**src/rtl/video_pattern_gen.sv**
```systemverilog
`default_nettype none
// ============================================================================
//  Module      : video_pattern_gen
//  Description : Raster timing generator (hsync/vsync/de) with a selectable
//                24-bit test pattern, started and stopped by an enable level.
//  Revision    : 1.0 - initial release
// ============================================================================
module video_pattern_gen #(
    parameter int H_ACTIVE  = 1920,
    parameter int H_FP      = 88,
    parameter int H_SYNC    = 44,
    parameter int H_BP      = 148,
    parameter int V_ACTIVE  = 1080,
    parameter int V_FP      = 4,
    parameter int V_SYNC    = 5,
    parameter int V_BP      = 36,
    parameter bit HSYNC_POL = 1'b1,
    parameter bit VSYNC_POL = 1'b1
) (
    input  logic        clk,
    input  logic        rst,
    input  logic        en,
    input  logic [1:0]  pattern_sel,
    output logic [23:0] rgb_out,
    output logic        hsync,
    output logic        vsync,
    output logic        de,
    output logic        frame_start
);

    localparam logic [11:0] c_h_active = 12'(H_ACTIVE);
    localparam logic [11:0] c_h_last   = 12'(H_ACTIVE + H_FP + H_SYNC + H_BP - 1);
    localparam logic [11:0] c_hs_start = 12'(H_ACTIVE + H_FP);
    localparam logic [11:0] c_hs_end   = 12'(H_ACTIVE + H_FP + H_SYNC);
    localparam logic [11:0] c_v_active = 12'(V_ACTIVE);
    localparam logic [11:0] c_v_last   = 12'(V_ACTIVE + V_FP + V_SYNC + V_BP - 1);
    localparam logic [11:0] c_vs_start = 12'(V_ACTIVE + V_FP);
    localparam logic [11:0] c_vs_end   = 12'(V_ACTIVE + V_FP + V_SYNC);
    localparam logic [11:0] c_bar_w    = 12'(H_ACTIVE / 8);

    localparam logic [1:0] c_st_idle  = 2'd0;
    localparam logic [1:0] c_st_run   = 2'd1;
    localparam logic [1:0] c_st_drain = 2'd2;

    logic [1:0]  r_state;
    logic [1:0]  w_state_nxt;
    logic [11:0] r_h_cnt;
    logic [11:0] r_v_cnt;
    logic [2:0]  r_bar_idx;
    logic [11:0] r_bar_pix;
    logic [1:0]  r_pattern;
    logic [1:0]  w_pattern;
    logic        w_h_last;
    logic        w_frame_last;
    logic        w_origin;
    logic        w_latch;
    logic        w_running;
    logic        w_active;
    logic        w_hs_act;
    logic        w_vs_act;
    logic [23:0] w_pix;

    logic [23:0] r_rgb;
    logic        r_hsync;
    logic        r_vsync;
    logic        r_de;
    logic        r_frame_start;

    assign w_h_last     = (r_h_cnt == c_h_last);
    assign w_frame_last = w_h_last && (r_v_cnt == c_v_last);
    assign w_origin     = (r_h_cnt == 12'd0) && (r_v_cnt == 12'd0);
    assign w_running    = (r_state != c_st_idle);
    assign w_active     = (r_h_cnt < c_h_active) && (r_v_cnt < c_v_active);
    assign w_hs_act     = (r_h_cnt >= c_hs_start) && (r_h_cnt < c_hs_end);
    assign w_vs_act     = (r_v_cnt >= c_vs_start) && (r_v_cnt < c_vs_end);

    // The pixel at (0,0) must already use the newly sampled pattern.
    assign w_latch   = w_origin && ((r_state == c_st_run) || ((r_state == c_st_idle) && en));
    assign w_pattern = w_latch ? pattern_sel : r_pattern;

    always_comb begin
        w_state_nxt = r_state;
        case (r_state)
            c_st_idle:  if (en) w_state_nxt = c_st_run;
            c_st_run:   if (!en) w_state_nxt = c_st_drain;
            c_st_drain: begin
                if (en)                w_state_nxt = c_st_run;
                else if (w_frame_last) w_state_nxt = c_st_idle;
            end
            default:    w_state_nxt = c_st_idle;
        endcase
    end

    always_ff @(posedge clk) begin
        if (rst) begin
            r_state   <= c_st_idle;
            r_h_cnt   <= 12'd0;
            r_v_cnt   <= 12'd0;
            r_bar_idx <= 3'd0;
            r_bar_pix <= 12'd0;
            r_pattern <= 2'd0;
        end else begin
            r_state <= w_state_nxt;
            if (w_latch) r_pattern <= pattern_sel;
            if (!w_running) begin
                r_h_cnt   <= 12'd0;
                r_v_cnt   <= 12'd0;
                r_bar_idx <= 3'd0;
                r_bar_pix <= 12'd0;
            end else if (w_h_last) begin
                r_h_cnt   <= 12'd0;
                r_v_cnt   <= (r_v_cnt == c_v_last) ? 12'd0 : r_v_cnt + 12'd1;
                r_bar_idx <= 3'd0;
                r_bar_pix <= 12'd0;
            end else begin
                r_h_cnt <= r_h_cnt + 12'd1;
                // The last bar never advances, so it absorbs the remainder.
                if ((r_bar_pix == c_bar_w - 12'd1) && (r_bar_idx != 3'd7)) begin
                    r_bar_idx <= r_bar_idx + 3'd1;
                    r_bar_pix <= 12'd0;
                end else begin
                    r_bar_pix <= r_bar_pix + 12'd1;
                end
            end
        end
    end

    // Colours are {B,G,R}.
    always_comb begin
        w_pix = 24'h000000;
        case (w_pattern)
            2'd0: begin
                case (r_bar_idx)
                    3'd0:    w_pix = 24'hFFFFFF;
                    3'd1:    w_pix = 24'h00FFFF;
                    3'd2:    w_pix = 24'hFFFF00;
                    3'd3:    w_pix = 24'h00FF00;
                    3'd4:    w_pix = 24'hFF00FF;
                    3'd5:    w_pix = 24'h0000FF;
                    3'd6:    w_pix = 24'hFF0000;
                    default: w_pix = 24'h000000;
                endcase
            end
            2'd1:    w_pix = {r_h_cnt[7:0], r_h_cnt[7:0], r_h_cnt[7:0]};
            2'd2:    w_pix = {24{r_h_cnt[4] ^ r_v_cnt[4]}};
            default: w_pix = {24{(r_h_cnt[3:0] == 4'd0) || (r_v_cnt[3:0] == 4'd0)}};
        endcase
    end

    always_ff @(posedge clk) begin
        if (rst || !w_running) begin
            r_rgb         <= 24'h000000;
            r_hsync       <= ~HSYNC_POL;
            r_vsync       <= ~VSYNC_POL;
            r_de          <= 1'b0;
            r_frame_start <= 1'b0;
        end else begin
            r_rgb         <= w_active ? w_pix : 24'h000000;
            r_hsync       <= w_hs_act ? HSYNC_POL : ~HSYNC_POL;
            r_vsync       <= w_vs_act ? VSYNC_POL : ~VSYNC_POL;
            r_de          <= w_active;
            r_frame_start <= w_origin;
        end
    end

    assign rgb_out     = r_rgb;
    assign hsync       = r_hsync;
    assign vsync       = r_vsync;
    assign de          = r_de;
    assign frame_start = r_frame_start;

endmodule
`default_nettype wire

```
**config.mk**
```make
export PLATFORM = sky130hd
export DESIGN_NAME = video_pattern_gen
export DESIGN_NICKNAME = d
export VERILOG_FILES = /design/src/rtl/video_pattern_gen.sv
export SDC_FILE = /design/constraint.sdc
export NUM_CORES = 1
export LEC_CHECK = 0
export ABC_CLOCK_PERIOD_IN_PS = 2700
export CAP_MARGIN = 5
export CELL_PAD_IN_SITES_DETAIL_PLACEMENT = 0
export CELL_PAD_IN_SITES_GLOBAL_PLACEMENT = 1
export CORE_ASPECT_RATIO = 1.2
export CORE_MARGIN = 5
export CORE_UTILIZATION = 39
export CTS_BUF_LIST = sky130_fd_sc_hd__clkbuf_8
export CTS_CLUSTER_DIAMETER = 80
export DETAILED_ROUTE_END_ITERATION = 12
export DONT_BUFFER_PORTS = 1
export HOLD_SLACK_MARGIN = 0.06
export PLACE_DENSITY = 0.69
export REMOVE_ABC_BUFFERS = 1
export SLEW_MARGIN = 0
export SYNTH_ARGS = -nofsm -noshare
export SYNTH_HDL_FRONTEND = slang
export SYNTH_SLANG_ARGS = --single-unit
```
**constraint.sdc**
```tcl
create_clock -name clk -period 2.7 [get_ports clk]
set_input_delay 0.54 -clock clk [delete_from_list [all_inputs] [get_ports clk]]
set_output_delay 0.54 -clock clk [all_outputs]
set_load 0.03 [all_outputs]
```
Word level (Yosys, flattened, before mapping)
Index checks and enable logic that the tools add are counted.
{"block": "totals", "regBits": 71, "out_inout_bits": 28, "elab_cells": 77}
{"block": "op_classes", "add_sub_neg": 4, "n_lt_le_gt_ge": 6, "n_eq_ne": 17, "muxes": 11, "bitwise": 3, "n_reduce_logical": 25}
{"op": "one-hot mux 24 bit (7 select lines)", "n": 1}
{"op": "one-hot mux 24 bit (3 select lines)", "n": 1}
{"op": "adder 12 x 1 -> 12 bit (second input constant)", "n": 3}
{"op": "< comparator 12 x 11 -> 1 bit (second input constant)", "n": 3}
{"op": "greater-or-equal comparator 12 x 11 -> 1 bit (second input constant)", "n": 2}
{"op": "logical NOT 12 bit", "n": 2}
{"op": "equality test 12 x 11 -> 1 bit (second input constant)", "n": 1}
{"op": "equality test 12 bit (second input constant)", "n": 1}
{"op": "equality test 12 x 8 -> 1 bit (second input constant)", "n": 1}
{"op": "< comparator 12 bit (second input constant)", "n": 1}
{"op": "two-way mux 12 bit", "n": 1}
{"op": "two-way mux 2 bit", "n": 5}
{"op": "equality test 3 bit (second input constant)", "n": 3}
{"op": "logical AND 1 bit", "n": 8}
{"op": "logical NOT 4 bit", "n": 2}
{"op": "equality test 3 x 2 -> 1 bit (second input constant)", "n": 2}
{"op": "inequality test 3 bit (second input constant)", "n": 2}
{"op": "one-hot mux 2 bit (3 select lines)", "n": 1}
{"op": "equality test 2 x 1 -> 1 bit (second input constant)", "n": 2}
{"op": "equality test 2 bit (second input constant)", "n": 2}
{"op": "logical NOT 2 bit", "n": 2}
{"op": "inequality test 2 bit (second input constant)", "n": 2}
{"op": "OR reduction 2 bit", "n": 2}
{"op": "OR reduction 4 bit", "n": 1}
{"op": "11 further kinds", "n": 15}

Longest topological paths before layout
Gate-level depths: netlist of run 1.
{"block": "depth", "ltp_word": 7, "mapped_depth": 8}

Worst setup path before layout of run 1
Ideal clock, no wire load.
{"block": "synth_path", "path_type": "register to register", "start": "register r_h_cnt[6]", "end": "register r_rgb[0], in the netlist rgb_out[0]", "setup_time_ps": 145, "t_arrival_ps": 2210, "t_required_ps": 2555, "slack_ps": 345, "stages_incl_launch_ff": 6, "path_buffers": 0, "synth_period_minus_slack_ps": 2355, "path_cell_list": "dfxtp_1 -> or4_4 -> or2_1 -> nor4_4 -> mux2i_1 -> o21ai_0"}
{"block": "synth_between", "elab_chain_len": 6, "elab_cells_between_ends": 12, "classes_between": "1 x order compare; 2 x eq/ne; 2 x mux; 1 x bitwise; 6 x reduce/logical"}
{"item": "start: declaration", "line": "47", "rtl": "logic [11:0] r_h_cnt;"}
{"item": "start signal: assignment", "line": "116", "rtl": "r_h_cnt <= r_h_cnt + 12'd1;"}
{"item": "logical NOT 12 bit", "line": "71", "rtl": "assign w_origin = (r_h_cnt == 12'd0) && (r_v_cnt == 12'd0);"}
{"item": "logical AND 1 bit", "line": "71"}
{"item": "logical AND 1 bit", "line": "78", "rtl": "assign w_latch = w_origin && ((r_state == c_st_run) || ((r_state == c_st_idle) && en));"}
{"item": "two-way mux 2 bit"}
{"item": "equality test 2 bit (tied with other cells)", "line": "131", "rtl": "case (w_pattern)"}
{"item": "one-hot mux 24 bit (3 select lines)", "line": "131"}
{"item": "end signal: assignment", "line": "158", "rtl": "r_rgb <= w_active ? w_pix : 24'h000000;"}
{"item": "end: declaration", "line": "63", "rtl": "logic [23:0] r_rgb;"}
Several ways; a longest one is shown, not always the timed one.
A chain may end at the register's enable or synchronous reset.

Worst setup path after layout of run 1
{"block": "layout_path", "start": "register r_h_cnt[6]", "end": "register r_rgb[8], in the netlist rgb_out[8]"}
The elaborated chain is that of the path after synthesis.

==> results of run 1 <==
==> worst paths after layout <==
| check | from | to | slack (ns) | cells after the start |
|---|---|---|---|---|
| min | rst | r_state[1]$_SDFFE_PP0P_ | 0.26 | 1 |
| max | r_h_cnt[6]$_SDFF_PP0_ | rgb_out[8]$_SDFF_PP0_ | 0.38 | 5 |
| min reg2reg | r_bar_pix[0]$_SDFF_PP0_ | r_bar_pix[0]$_SDFF_PP0_ | 0.46 | 1 |
| max reg2reg | r_h_cnt[6]$_SDFF_PP0_ | rgb_out[8]$_SDFF_PP0_ | 0.38 | 5 |
==> layout by cell type, fill, tap and decap left out, drive strengths merged, types with 7 or more instances in the layout <==
master	n
inv	15
mux2i	7
nand3	21
o21ai	14
xor2	16
clkbuf	9
nor3	7
nor4	8
and3	9
buf	11
nor2	55
ha	11
o31ai	12
xnor2	15
dfxtp	71
nand4	8
nand2	23
==> where the power goes <==
group / switching [mW] / internal (mW) / leakage [nW] / total (mW)
Combinational: 0.0537 / 0.0401 / 0.595 / 0.0938
Sequential: 0.0718 / 1.08 / 0.576 / 1.15
Clock: 0.419 / 0.523 / 0.108 / 0.943
Total: 0.545 / 1.64 / 1.28 / 2.19
==> registers in the layout, summed over array words and instances (netlist names), 2 cells and up <==
name	flops
r_pattern	2
r_v_cnt	12
r_h_cnt	12
r_bar_idx	3
r_bar_pix	12
rgb_out	24
r_state	2
==> layer usage <==
| metal | part of all wire, % | GRT usage [%] | vias up |
|---|---|---|---|
| li1 | - | - | 1264 |
| met1 | 45 | 17.19 | 1112 |
| met5 | 0 | 0 | - |
| met2 | 50 | 25.61 | 57 |
| met3 | 3.5 | 3.313 | 9 |
| met4 | 1.8 | 6.688 | 0 |
==> layout make-up <==
class	instances	area share (%)
Clock buffer	9	3.507
Clock inverter	7	2.728
Inverter	12	1.275
Multi-Input combinational cell	258	46.55
Sequential cell	71	40.24
Tap cell	95	3.365
Timing Repair Buffer	11	2.338
==> metrics by stage <==
stage	area, um2	hold WS [ns]	setup slack (ns)
2_1_floorplan	3110	0.4260	0.3453
3_3_place_gp	3312	0.4423	0.4324
3_5_place_dp	3312	0.4524	0.4248
5_1_grt	3532	0.2449	0.1647
4_1_cts	3532	0.2399	0.3761
6_report	3532	0.2577	0.3810
==> logic make-up after synthesis <==
kind of cell,Yosys count,share of synthesized area [%]
compound gates,48,10.22
xor+xnor,31,8.530
fa+ha+maj,11,4.324
buf+inv,30,3.695
flops,71,44.65
mux,7,2.201
simple gates,161,26.38
==> results.py, run 1 <==
metrics = {
    "logic_synthesis": {
        "yosysTopAreaCell": "dfxtp_1",
        "synth-async-reset-ratio_pct": 0,
        "ys_types": 38,
        "synth_area_leaders": "dfxtp_1, nor2_1, xor2_1",
        "synth_edf_count": 0,
        "synthTopCellsByCount": "dfxtp_1, nor2_1, nand2_1, nand3_1, xor2_1",
        "synth_top_area_share_pct": 44.65,
        "postSynthAreaPerCell_um2": 8.866,
        "synth-main-ff-cell": "dfxtp_1",
        "netlist_instances": 359,
        "yosysMostFrequentCell": "dfxtp_1",
        "synth_seq_cells": 71,
        "ys.warnings.count": 0,
        "seq_area_frac_synth_pct": 44.65,
        "netlist_area_um2": 3183,
    },
    "clock_tree": {
        "ctsHtreeMaxLevel": 3,
        "root_buffer": "clkbuf_8",
        "cts_buffers": 9,
        "tritoncts": "done",
        "cts.clk_slew.worst_paths_ns": 0.08,
        "cts-hold-fix-buffers": 0,
        "cts_buffer_depth": 2,
        "clock_latency_ns": 0.35,
        "cts_setup_buffers": 0,
        "clock-sinks": 71,
        "cts_resized": 0,
    },
    "critical_path": {
        "crit_path_max_incr_delay_ns": 0.59,
        "cp_max_fo": 6,
        "start_kind": "flip-flop",
        "cp.buffers_inverters": 0,
        "critPathSlowestCell": "or4_4",
        "criticalPathCategory": "flip-flop to flip-flop",
        "crit_path_cell_trace": "or4_4 > or4_1 > nor4_1 > mux2i_1 > o21ai_0",
        "crit_path_end_kind": "flip-flop",
        "worst_ep_arrival_time_ns": 2.54,
        "path_delay_family": "simple AND/OR/NAND/NOR gates",
        "required_ns": 2.92,
    },
    "final_layout": {
        "multi_input_area_um2": 1644,
        "finalNetCount": 379,
        "syn_to_final_growth_pct": 10.97,
        "fin_util_pct": 43.81,
        "finalNonFillerCells": 463,
        "n_fill_cell": 795,
        "drive_gt1_share_pct": 8.424,
        "diodes": 0,
        "seqCellArea_um2": 1421,
    },
    "flow_run": {
        "cap_violations": 0,
    },
    "place": {
        "dpl.hpwl_um": 5071,
        "finalWeightedCongestion": 0.7558,
        "dp.cells": 447,
        "port_buffers": 0,
    },
    "global_route": {
        "grt_pass1_vias": 2360,
        "grtUsageTotal_pct": 14.70,
        "grt_max_degree": 21,
        "grt_pass1_wl_um": 11540,
        "antenna_found_initial": 0,
        "overflow": 0,
    },
    "sta": {
        "fin_crit_sh_pct": 85.89,
        "clock_skew_ns": 0.009840,
        "drv_slew": 0,
        "hold_violations": 0,
        "worstMarginPinSlew_ns": 0.6068,
        "max_slew_margin_pct": 59.23,
        "finalSetupTns_ns": 0,
        "period_needed_ns": 2.319,
        "fmax_mhz": 431.2,
        "rsz0062_at_grt": "false",
        "setup_violations": 0,
    },
    "routing": {
        "routed_wl_um": 6793,
        "via_count": 2442,
        "wl_per_cell_um": 14.67,
        "drt_iter0_drc": 148,
        "ant_nets": 0,
        "dr.pass1.iters": 4,
        "drc": 0,
        "viasPerCell": 5.274,
    },
    "pwr": {
        "ir_drop_mv": 0.2013,
        "total_power_mw": 2.186,
        "p_per_area_nw_per_um2": 618.9,
        "p_leak_nw": 1.279,
    },
    "floorplan": {
        "core_area_um2": 8063,
        "die_area_um2": 10080,
        "pin_count": 33,
        "core.rowCount": 36,
        "die_w_um": 92.47,
        "die_height_um": 109.0,
        "start_util_pct": 39.48,
    },
    "outcome": {
        "outcome": "completed",
    },
    "worst_hold_path": {
        "hp-class": "input port to flip-flop",
    },
}
Power figures use the tool's default switching activity.
==> inputs of run 2 (changes only) <==
--- a/config.mk
+++ b/config.mk
@@ -9,7 +9,7 @@
 export CAP_MARGIN = 5
 export CELL_PAD_IN_SITES_DETAIL_PLACEMENT = 0
 export CELL_PAD_IN_SITES_GLOBAL_PLACEMENT = 1
-export CORE_ASPECT_RATIO = 1.2
+export CORE_ASPECT_RATIO = 0.75
 export CORE_MARGIN = 5
 export CORE_UTILIZATION = 39
 export CTS_BUF_LIST = sky130_fd_sc_hd__clkbuf_8
==> run 2 against run 1 <==
  * Power fell by 3.9%
  * Maximum frequency fell by 2.7%
  * Sequential share of layout area barely moved
  * Critical path depth rose by 1
  * Register-to-register slack got worse by 0.07 ns
  * Core utilization rose by 0.77 points
  * Flip-flop and latch count did not move
  * Clock power fell by 9.3%
==> results.py, run 2 (synthesized netlist as in run 1, its figures left out) <==
metrics = {
    "critical_path": {
        "crit_path_end_kind": "flip-flop",
        "start_kind": "flip-flop",
        "cp_max_fo": 6,
        "required_ns": 2.93,
        "worst_ep_arrival_time_ns": 2.62,
        "criticalPathCategory": "flip-flop to flip-flop",
    },
    "pwr": {
        "ir_drop_mv": 0.2139,
        "switching_share_pct": 26.36,
        "total_power_mw": 2.102,
        "p_leak_nw": 1.281,
        "p_per_area_nw_per_um2": 595.5,
        "seq_power_share_pct": 54.8,
        "p_switching_mw": 0.5541,
        "p_int_mw": 1.548,
        "clock_power_share_pct": 40.7,
        "comb_power_share_pct": 4.5,
    },
    "sta": {
        "rsz0062_at_grt": "false",
        "max_slew_margin_pct": 59.42,
        "fmax_mhz": 419.5,
        "setup_slack_ns": 0.3160,
        "finalSetupTns_ns": 0,
        "hold_violations": 0,
        "fin_crit_sh_pct": 88.30,
        "worstMarginPinSlew_ns": 0.6031,
        "clock_skew_ns": 0.01182,
        "period_needed_ns": 2.384,
        "hold_slack_ns": 0.2482,
        "drv_slew": 0,
        "setup_violations": 0,
    },
    "place": {
        "port_buffers": 0,
        "finalWeightedCongestion": 0.8011,
        "dpl.hpwl_um": 5114,
        "place_ws_ns": 0.3177,
    },
    "floorplan": {
        "die_area_um2": 10090,
        "core.rowCount": 28,
        "die_w_um": 114.3,
        "core_area_um2": 7918,
        "start_util_pct": 40.20,
        "die_height_um": 88.24,
        "pin_count": 33,
    },
    "clock_tree": {
        "cts_buffers": 9,
        "clock-sinks": 71,
        "cts-hold-fix-buffers": 0,
        "tritoncts": "done",
        "cts.clk_slew.worst_paths_ns": 0.08,
        "cts_resized": 0,
        "cts_setup_buffers": 0,
        "clock_latency_ns": 0.35,
        "ctsHtreeMaxLevel": 3,
        "cts_buffer_depth": 2,
        "root_buffer": "clkbuf_8",
    },
    "final_layout": {
        "syn_to_final_growth_pct": 10.89,
        "largest_register_ffs": 24,
        "finalNetCount": 380,
        "final_common_cell": "dfxtp_1",
        "seqCellArea_um2": 1421,
        "multi_input_area_um2": 1644,
        "n_fill_cell": 829,
        "diodes": 0,
        "final_cell_mix": "dfxtp_1, nor2_1, nand2_1, nand3_1, xor2_1",
        "drive_gt1_share_pct": 8.672,
    },
    "routing": {
        "via_count": 2488,
        "wl_per_cell_um": 15.13,
        "routed_wl_um": 7171,
        "wl_met2_um": 2972,
        "met1Wirelength_um": 3703,
        "dr.pass1.iters": 4,
        "ant_nets": 0,
        "top_layer": "met4",
        "wl_met3_um": 415,
        "drt_iter0_drc": 153,
        "drc": 0,
        "viasPerCell": 5.249,
    },
    "outcome": {
        "outcome": "completed",
    },
    "flow_run": {
        "cap_violations": 0,
    },
    "global_route": {
        "overflow": 0,
        "antenna_found_initial": 0,
        "grt_max_degree": 21,
        "grtUsageTotal_pct": 14.86,
        "grt_pass1_vias": 2360,
        "grt_pass1_wl_um": 11950,
    },
    "worst_hold_path": {
        "hp-class": "input port to flip-flop",
    },
}
[run 2: cell count changes in the layout (fill, tap and decap cells not counted), sizes merged]
cell | before | now
clkinvlp | 2 | 0
inv | 15 | 14
buf | 11 | 12
clkinv | 0 | 4
bufinv | 2 | 1
[run 2: worst max-delay path: stages, from the launching register on]
cell and delay [ns]:
dfxtp_1 0.36, or4_4 0.60, or2_1 0.27, nor4_4 0.44, mux2i_1 0.33, buf_4 0.19
o21ai_0 0.09
[run 2: cell type report]
| class | instances | area share, % |
|---|---|---|
| Sequential cell | 71 | 40.27 |
| Clock inverter | 7 | 2.091 |
| Multi-Input combinational cell | 258 | 46.58 |
| Clock buffer | 9 | 3.509 |
| Inverter | 12 | 1.276 |
| Timing Repair Buffer | 12 | 2.552 |
| Tap cell | 105 | 3.722 |
[run 2: power groups by stage]
| stage | Clock [mW] | Combinational [mW] | Sequential [mW] |
|---|---|---|---|
| after floorplan | 0 | 0.0653 | 1.17 |
| after global placement | 0 | 0.0953 | 1.18 |
| after CTS | 0.880 | 0.0968 | 1.15 |
| final | 0.855 | 0.0953 | 1.15 |
| after global routing | 0.924 | 0.107 | 1.16 |
| after detailed placement | 0 | 0.0962 | 1.18 |
[run 2: per-stage QoR]
step / instances / area [um2] / utilization, %
after floorplan: 341 / 3110 / -
after global routing: 474 / 3530 / 44.58
final: 474 / 3530 / 44.58
after detailed placement: 458 / 3332 / 42.08
after CTS: 474 / 3530 / 44.58
after global placement: 458 / 3332 / 42.08
[run 2: worst paths after layout]
path | from | endpoint | slack, ns | cells past startpoint
hold reg to reg | r_bar_pix[0]$_SDFF_PP0_ | r_bar_pix[0]$_SDFF_PP0_ | 0.47 | 1
setup / recovery | r_h_cnt[6]$_SDFF_PP0_ | rgb_out[8]$_SDFF_PP0_ | 0.32 | 6
setup reg to reg | r_h_cnt[6]$_SDFF_PP0_ | rgb_out[8]$_SDFF_PP0_ | 0.32 | 6
hold / removal | rst | r_state[1]$_SDFFE_PP0P_ | 0.25 | 1
[run 2: routing by layer]
metal / global-route usage (%) / vias to the layer above
met5: 0 / -
met4: 5.070 / 0
met3: 4.375 / 6
met2: 21.36 / 60
met1: 21.27 / 1155
li1: - / 1267
